[src/rtl/pfb_deadlock_watchdog_if.sv]
// Flag and status bundle between the decimator kernel's stall probes and the deadlock watchdog.
// The watchdog takes the slave view; whoever drives the probes and reads the snapshot takes the master view.
interface pfb_deadlock_watchdog_if #(
  parameter int N_AXIS = 12,
  parameter int N_INST = 3,
  parameter int CNT_W  = 16
);
  localparam int IDX_W = $clog2(N_AXIS + N_INST);

  logic [N_AXIS-1:0] axis_block_sigs;
  logic [N_INST-1:0] inst_idle_sigs;
  logic [N_INST-1:0] inst_block_sigs;
  logic              clear;
  logic              block;
  logic              suspect;
  logic [CNT_W-1:0]  stall_cycles;
  logic [N_AXIS-1:0] cause_axis;
  logic [N_INST-1:0] cause_inst;
  logic [IDX_W-1:0]  cause_idx;

  modport master (
    output axis_block_sigs, inst_idle_sigs, inst_block_sigs, clear,
    input  block, suspect, stall_cycles, cause_axis, cause_inst, cause_idx
  );

  modport slave (
    input  axis_block_sigs, inst_idle_sigs, inst_block_sigs, clear,
    output block, suspect, stall_cycles, cause_axis, cause_inst, cause_idx
  );
endinterface

[src/rtl/pfb_deadlock_watchdog.sv]
// Stall watchdog for the pfb_multichannel_decimator dataflow kernel: raises a sticky deadlock
// after THRESH cycles of an unchanging stall pattern and freezes the offending flags for readback.
module pfb_deadlock_watchdog #(
  parameter int N_AXIS = 12,
  parameter int N_INST = 3,
  parameter int THRESH = 1024,
  parameter int CNT_W  = 16
) (
  input logic                    clock,
  input logic                    reset,
  pfb_deadlock_watchdog_if.slave bus
);
  localparam int PAT_W = N_AXIS + N_INST;
  localparam int IDX_W = $clog2(PAT_W);
  localparam logic [CNT_W-1:0] THRESH_C = CNT_W'(THRESH);

  typedef enum logic [1:0] {
    ST_RUN      = 2'd0,
    ST_SUSPECT  = 2'd1,
    ST_DEADLOCK = 2'd2
  } state_t;

  state_t            r_state;
  state_t            w_state_nxt;
  logic [CNT_W-1:0]  r_count;
  logic [CNT_W-1:0]  w_count_nxt;
  logic [CNT_W-1:0]  w_count_inc;
  logic [PAT_W-1:0]  r_pat_q;
  logic [PAT_W-1:0]  w_pat_nxt;
  logic [PAT_W-1:0]  w_pattern;
  logic [N_AXIS-1:0] r_cause_axis;
  logic [N_AXIS-1:0] w_cause_axis_nxt;
  logic [N_INST-1:0] r_cause_inst;
  logic [N_INST-1:0] w_cause_inst_nxt;
  logic              r_block;
  logic              r_suspect;
  logic              w_stalled;

  function automatic logic [IDX_W-1:0] lowest_set(input logic [PAT_W-1:0] v);
    logic [IDX_W-1:0] idx;
    idx = '0;
    for (int i = PAT_W - 1; i >= 0; i--) begin
      idx = v[i] ? IDX_W'(i) : idx;
    end
    return idx;
  endfunction

  assign w_stalled   = (&(bus.inst_idle_sigs | bus.inst_block_sigs)) &
                       ((|bus.inst_block_sigs) | (|bus.axis_block_sigs));
  assign w_pattern   = {bus.inst_block_sigs, bus.axis_block_sigs};
  assign w_count_inc = r_count + {{(CNT_W-1){1'b0}}, 1'b1};

  // Next-state, stall counter, pattern tracking and snapshot capture.
  always_comb begin
    w_state_nxt      = r_state;
    w_count_nxt      = r_count;
    w_pat_nxt        = r_pat_q;
    w_cause_axis_nxt = r_cause_axis;
    w_cause_inst_nxt = r_cause_inst;
    if (bus.clear) begin
      w_state_nxt      = ST_RUN;
      w_count_nxt      = '0;
      w_pat_nxt        = '0;
      w_cause_axis_nxt = '0;
      w_cause_inst_nxt = '0;
    end else begin
      case (r_state)
        ST_RUN: begin
          if (w_stalled) begin
            w_state_nxt = ST_SUSPECT;
            w_count_nxt = {{(CNT_W-1){1'b0}}, 1'b1};
            w_pat_nxt   = w_pattern;
          end else begin
            w_count_nxt = '0;
          end
        end
        ST_SUSPECT: begin
          if (!w_stalled) begin
            w_state_nxt = ST_RUN;
            w_count_nxt = '0;
          end else if (w_pattern != r_pat_q) begin
            // A shifting stall pattern means the kernel is still moving: restart the window.
            w_count_nxt = {{(CNT_W-1){1'b0}}, 1'b1};
            w_pat_nxt   = w_pattern;
          end else begin
            w_count_nxt = w_count_inc;
            if (w_count_inc == THRESH_C) begin
              w_state_nxt      = ST_DEADLOCK;
              w_cause_axis_nxt = bus.axis_block_sigs;
              w_cause_inst_nxt = bus.inst_block_sigs;
            end else begin
              w_state_nxt = ST_SUSPECT;
            end
          end
        end
        ST_DEADLOCK: begin
          w_count_nxt = THRESH_C;
        end
        default: begin
          w_state_nxt = ST_RUN;
          w_count_nxt = '0;
        end
      endcase
    end
  end

  // State, counter, snapshot and status flag registers.
  always_ff @(posedge clock or negedge reset) begin
    if (!reset) begin
      r_state      <= ST_RUN;
      r_count      <= '0;
      r_pat_q      <= '0;
      r_cause_axis <= '0;
      r_cause_inst <= '0;
      r_block      <= 1'b0;
      r_suspect    <= 1'b0;
    end else begin
      r_state      <= w_state_nxt;
      r_count      <= w_count_nxt;
      r_pat_q      <= w_pat_nxt;
      r_cause_axis <= w_cause_axis_nxt;
      r_cause_inst <= w_cause_inst_nxt;
      r_block      <= (w_state_nxt == ST_DEADLOCK);
      r_suspect    <= (w_state_nxt == ST_SUSPECT);
    end
  end

  assign bus.block        = r_block;
  assign bus.suspect      = r_suspect;
  assign bus.stall_cycles = r_count;
  assign bus.cause_axis   = r_cause_axis;
  assign bus.cause_inst   = r_cause_inst;
  assign bus.cause_idx    = r_block ? lowest_set({r_cause_inst, r_cause_axis}) : {IDX_W{1'b0}};
endmodule

[src/flat_wrapper.sv]
// flat-port wrapper written by rule: the top's interface ports become plain ports
module pfb_deadlock_watchdog_flat 
#(
  parameter int N_AXIS = 12,
  parameter int N_INST = 3,
  parameter int THRESH = 1024,
  parameter int CNT_W  = 16
)
  (clock, reset, bus_axis_block_sigs, bus_inst_idle_sigs, bus_inst_block_sigs, bus_clear, bus_block, bus_suspect, bus_stall_cycles, bus_cause_axis, bus_cause_inst, bus_cause_idx);
  pfb_deadlock_watchdog_if #(.N_AXIS(N_AXIS), .N_INST(N_INST), .CNT_W(CNT_W)) bus_i ();
  input logic clock;
  input logic reset;
  input wire logic [$bits(bus_i.axis_block_sigs)-1:0] bus_axis_block_sigs;
  input wire logic [$bits(bus_i.inst_idle_sigs)-1:0] bus_inst_idle_sigs;
  input wire logic [$bits(bus_i.inst_block_sigs)-1:0] bus_inst_block_sigs;
  input wire logic [$bits(bus_i.clear)-1:0] bus_clear;
  output wire logic [$bits(bus_i.block)-1:0] bus_block;
  output wire logic [$bits(bus_i.suspect)-1:0] bus_suspect;
  output wire logic [$bits(bus_i.stall_cycles)-1:0] bus_stall_cycles;
  output wire logic [$bits(bus_i.cause_axis)-1:0] bus_cause_axis;
  output wire logic [$bits(bus_i.cause_inst)-1:0] bus_cause_inst;
  output wire logic [$bits(bus_i.cause_idx)-1:0] bus_cause_idx;
  assign bus_i.axis_block_sigs = bus_axis_block_sigs;
  assign bus_i.inst_idle_sigs = bus_inst_idle_sigs;
  assign bus_i.inst_block_sigs = bus_inst_block_sigs;
  assign bus_i.clear = bus_clear;
  assign bus_block = bus_i.block;
  assign bus_suspect = bus_i.suspect;
  assign bus_stall_cycles = bus_i.stall_cycles;
  assign bus_cause_axis = bus_i.cause_axis;
  assign bus_cause_inst = bus_i.cause_inst;
  assign bus_cause_idx = bus_i.cause_idx;
  pfb_deadlock_watchdog #(.N_AXIS(N_AXIS), .N_INST(N_INST), .THRESH(THRESH), .CNT_W(CNT_W)) u_core (.clock(clock), .reset(reset), .bus(bus_i));
endmodule
[config.mk]
export PLATFORM = sky130hd
export DESIGN_NAME = pfb_deadlock_watchdog_flat
export DESIGN_NICKNAME = d
export VERILOG_FILES = /design/src/rtl/pfb_deadlock_watchdog_if.sv /design/src/rtl/pfb_deadlock_watchdog.sv /design/src/flat_wrapper.sv
export SDC_FILE = /design/constraint.sdc
export NUM_CORES = 1
export LEC_CHECK = 0
export ABC_CLOCK_PERIOD_IN_PS = 3200
export BUFFER_PORTS_ARGS = -buffer_cell sky130_fd_sc_hd__buf_2
export CAP_MARGIN = 5
export CORE_MARGIN = 2
export CORE_UTILIZATION = 25
export DETAILED_ROUTE_END_ITERATION = 12
export GPL_ROUTABILITY_DRIVEN = 0
export GPL_TIMING_DRIVEN = 0
export PLACE_DENSITY = 0.51
export RECOVER_POWER = 25
export SETUP_SLACK_MARGIN = 0.1
export SYNTH_ARGS = -nofsm -noshare
export SYNTH_HDL_FRONTEND = slang
export SYNTH_SLANG_ARGS = --single-unit
export TNS_END_PERCENT = 1
[constraint.sdc]
create_clock -name clock -period 3.2 [get_ports clock]
set_clock_uncertainty 0.1 [all_clocks]
set_input_delay 0.64 -clock clock [delete_from_list [all_inputs] [get_ports clock]]
set_output_delay 0.64 -clock clock [all_outputs]
set_load 0.01 [all_outputs]
==> results.sh <==
export IMPL_ys_seq_area_share_pct=44.4
export IMPL_power_mw=1.41
export IMPL_rsz0062_at_grt="no"
export IMPL_syn_inst=280
export IMPL_whs_ns=0.202
export IMPL_dp_cells=477
export IMPL_grt_antenna_before_repair=0
export IMPL_synth_area_leaders="dfrtp_1, nand2b_1, xnor2_1, mux2i_1, a22o_1"
export IMPL_synthArstFlopShare_pct=100
export IMPL_drive_gt1_share_pct=23.7
export IMPL_synth_area_per_cell_um2=10.1
export IMPL_design_area_um2=3490
export IMPL_hold_violations=0
export IMPL_io_buffers=57
export IMPL_grt_remaining_overflow=0
export IMPL_synth_edf_count=0
export IMPL_p_comb_share_pct=8.4
export IMPL_cts_sinks=50
export IMPL_required_ns=3.31
export IMPL_dieArea_um2=12100
export IMPL_synth_top_area_cell="dfrtp_1"
export IMPL_htree_levels=2
export IMPL_power_density_nw_per_um2=403
export IMPL_postPlaceCellArea_um2=3280
export IMPL_drt_pass1_iterations=4
export IMPL_grt_pass1_vias=2159
export IMPL_synth_distinct_cells=42
export IMPL_worst_setup_path_type="register to register"
export IMPL_core_area_um2=10900
export IMPL_fp_row_count=38
export IMPL_layout_commonest_cell="buf_2"
export IMPL_final_max_slew_viol_count=42
export IMPL_relSlewSlack_pct=-21.6
export IMPL_vdd_drop_max_uv=185
export IMPL_worstMarginPinSlew_ns=1.82
export IMPL_grt_pass1_wl_um=11400
export IMPL_yosys_warnings=0
export IMPL_p_int_mw=1.07
export IMPL_dp_hpwl_um=5270
export IMPL_violations="capacitance limit, slew limit"
export IMPL_fin_util_pct=32.0
export IMPL_vias=2310
export IMPL_wirelength_um=7090
export IMPL_fmax_mhz=352
export IMPL_p_sw_uw=338
export IMPL_synth_top_cell_area_share_pct=44.4
export IMPL_min_delay_path_class="input pin to async pin"
export IMPL_cap_viol_max_count=1
export IMPL_diodes=0
export IMPL_fin_cells=490
export IMPL_grt_usage_pct=12.1
export IMPL_cts_max_path_buffers=2
export IMPL_ioPinCount=58
export IMPL_die_x_um=110
export IMPL_numCtsBuffers=5
export IMPL_layout_common_cells="buf_2, dfrtp_1, nand2b_1"
export IMPL_arrival_ns=2.95
export IMPL_synth_seq_cells=50
export IMPL_pwr_share_seq_pct=46.7
export IMPL_area_delta_synth_final_pct=24.1
export IMPL_drc=0
export IMPL_start_kind="register"
export IMPL_antenna_left=0
export IMPL_worstSkewPairLatency_ns=0.29
export IMPL_finalSetupViolCount=0
export IMPL_root_buffer="clkbuf_16"
export IMPL_cp_max_fo=10
export IMPL_synth_fp_nets=303
export IMPL_viasPerCell=4.71
export IMPL_die_y_um=110
export IMPL_finalSetupTns_ns=0
export IMPL_p_clk_share_pct=44.9
export IMPL_hold_buffers=0
export IMPL_period_minus_slack_ns=2.84
export IMPL_clkTransAtPathRegs_ns=0.07
export IMPL_nets=372
export IMPL_r2r_cells=9
export IMPL_wl_per_cell_um=14.5
export IMPL_setup_slack_ns=0.359
export IMPL_p_leak_nw=1.52
export IMPL_grt_max_degree=51
export IMPL_ys_flop_type="dfrtp_1"
export IMPL_drtIter0Drc=123
export IMPL_end_kind="register"
export IMPL_cts_tree="built"
export IMPL_pre_cts_ws_ns=0.119
export IMPL_fin_crit_sh_pct=88.8
export IMPL_initial_utilization_pct=25.8
export IMPL_status="finished with violations"
export IMPL_switching_share_pct=24.0
export IMPL_syn_area_um2=2820
[critical path, stage by stage (launching register included)]
cell	delay [ns]
dfrtp_1	0.50
ha_2	0.31
and4_1	0.29
mux2_1	0.33
nor3_1	0.19
o31ai_1	0.18
nor4_4	0.29
buf_4	0.18
buf_6	0.17
mux2i_1	0.22
[logic make-up after synthesis]
family | Yosys count | synth area share (%)
XOR/XNOR | 29 | 9.02
AO/OA/AOI/OAI | 42 | 11.6
adder cells (fa/ha/maj) | 2 | 0.888
flip-flops | 50 | 44.4
buffers and inverters | 18 | 3.15
multiplexers | 17 | 6.09
AND/OR/NAND/NOR | 122 | 24.9
[cell type report]
class | count | area (um^2)
clock buffer | 5 | 125
clock inverter | 3 | 48.8
multi-input combinational | 212 | 1480
timing repair buffer | 62 | 327
sequential | 50 | 1250
fill | 1138 | 7440
inverter | 6 | 22.5
tap | 140 | 175
buffer | 12 | 66.3
[synthesized netlist by cell type (3+ instances only)]
cell,instances
dfrtp_1,50
nor4_1,9
o21bai_1,3
and3_1,4
clkbuf_1,6
a22o_1,15
xnor2_1,21
a21oi_1,9
nor2_1,31
nor3_1,4
inv_1,6
mux2i_1,16
nand2b_1,36
nand4_1,9
nand2_1,6
xor2_1,8
o31ai_1,3
nand3_1,10
[power groups by stage]
stage	logic (mW)	registers (mW)	clock network (mW)
4_1_cts	0.120	0.658	0.647
6_report	0.118	0.659	0.633
3_3_place_gp	0.119	0.671	0
3_5_place_dp	0.119	0.671	0
5_1_grt	0.132	0.660	0.672
2_1_floorplan	0.0628	0.670	0
[final timing paths]
path / from / end / slack [ns]
worst min-delay path: reset / u_core.bus.stall_cycles[2] / 0.20
min in group clock: u_core.r_pat_q[7] / u_core.r_pat_q[7] / 0.43
worst max-delay path: u_core.bus.stall_cycles[0] / u_core.bus.cause_axis[7] / 0.36
max in group asynchronous: reset / u_core.bus.block / 0.67
worst max register to register: u_core.bus.stall_cycles[0] / u_core.bus.cause_axis[7] / 0.36
worst min register to register: u_core.r_pat_q[7] / u_core.r_pat_q[7] / 0.43
[routing by layer]
layer | vias to the layer above | GRT usage, % | wire length [um] | share of wire, %
met5 | - | 0 | 0 | 0
met4 | 0 | 4.11 | 101 | 1.4
met3 | 6 | 1.88 | 285 | 4.0
met2 | 55 | 18.7 | 3320 | 47
met1 | 1116 | 17.3 | 3390 | 48
li1 | 1133 | - | - | -
[registers in the layout (all words and copies together), names as in the netlist]
signal and cells:
u_core.bus.stall_cycles 16, u_core.r_pat_q 15, u_core.r_state 2, u_core.bus.suspect 1
u_core.bus.block 1, u_core.bus.cause_inst 3, u_core.bus.cause_axis 12
[what timing repair did]
item                                    in CTS  in global routing
endpoints found under the hold margin        0                  0
gates resized for setup                      0                  1
buffers inserted                             0                  4
pin swaps                                    1                  1
endpoints found under the setup margin       2                 10
No activity file was read; power rests on OpenSTA's default activity.
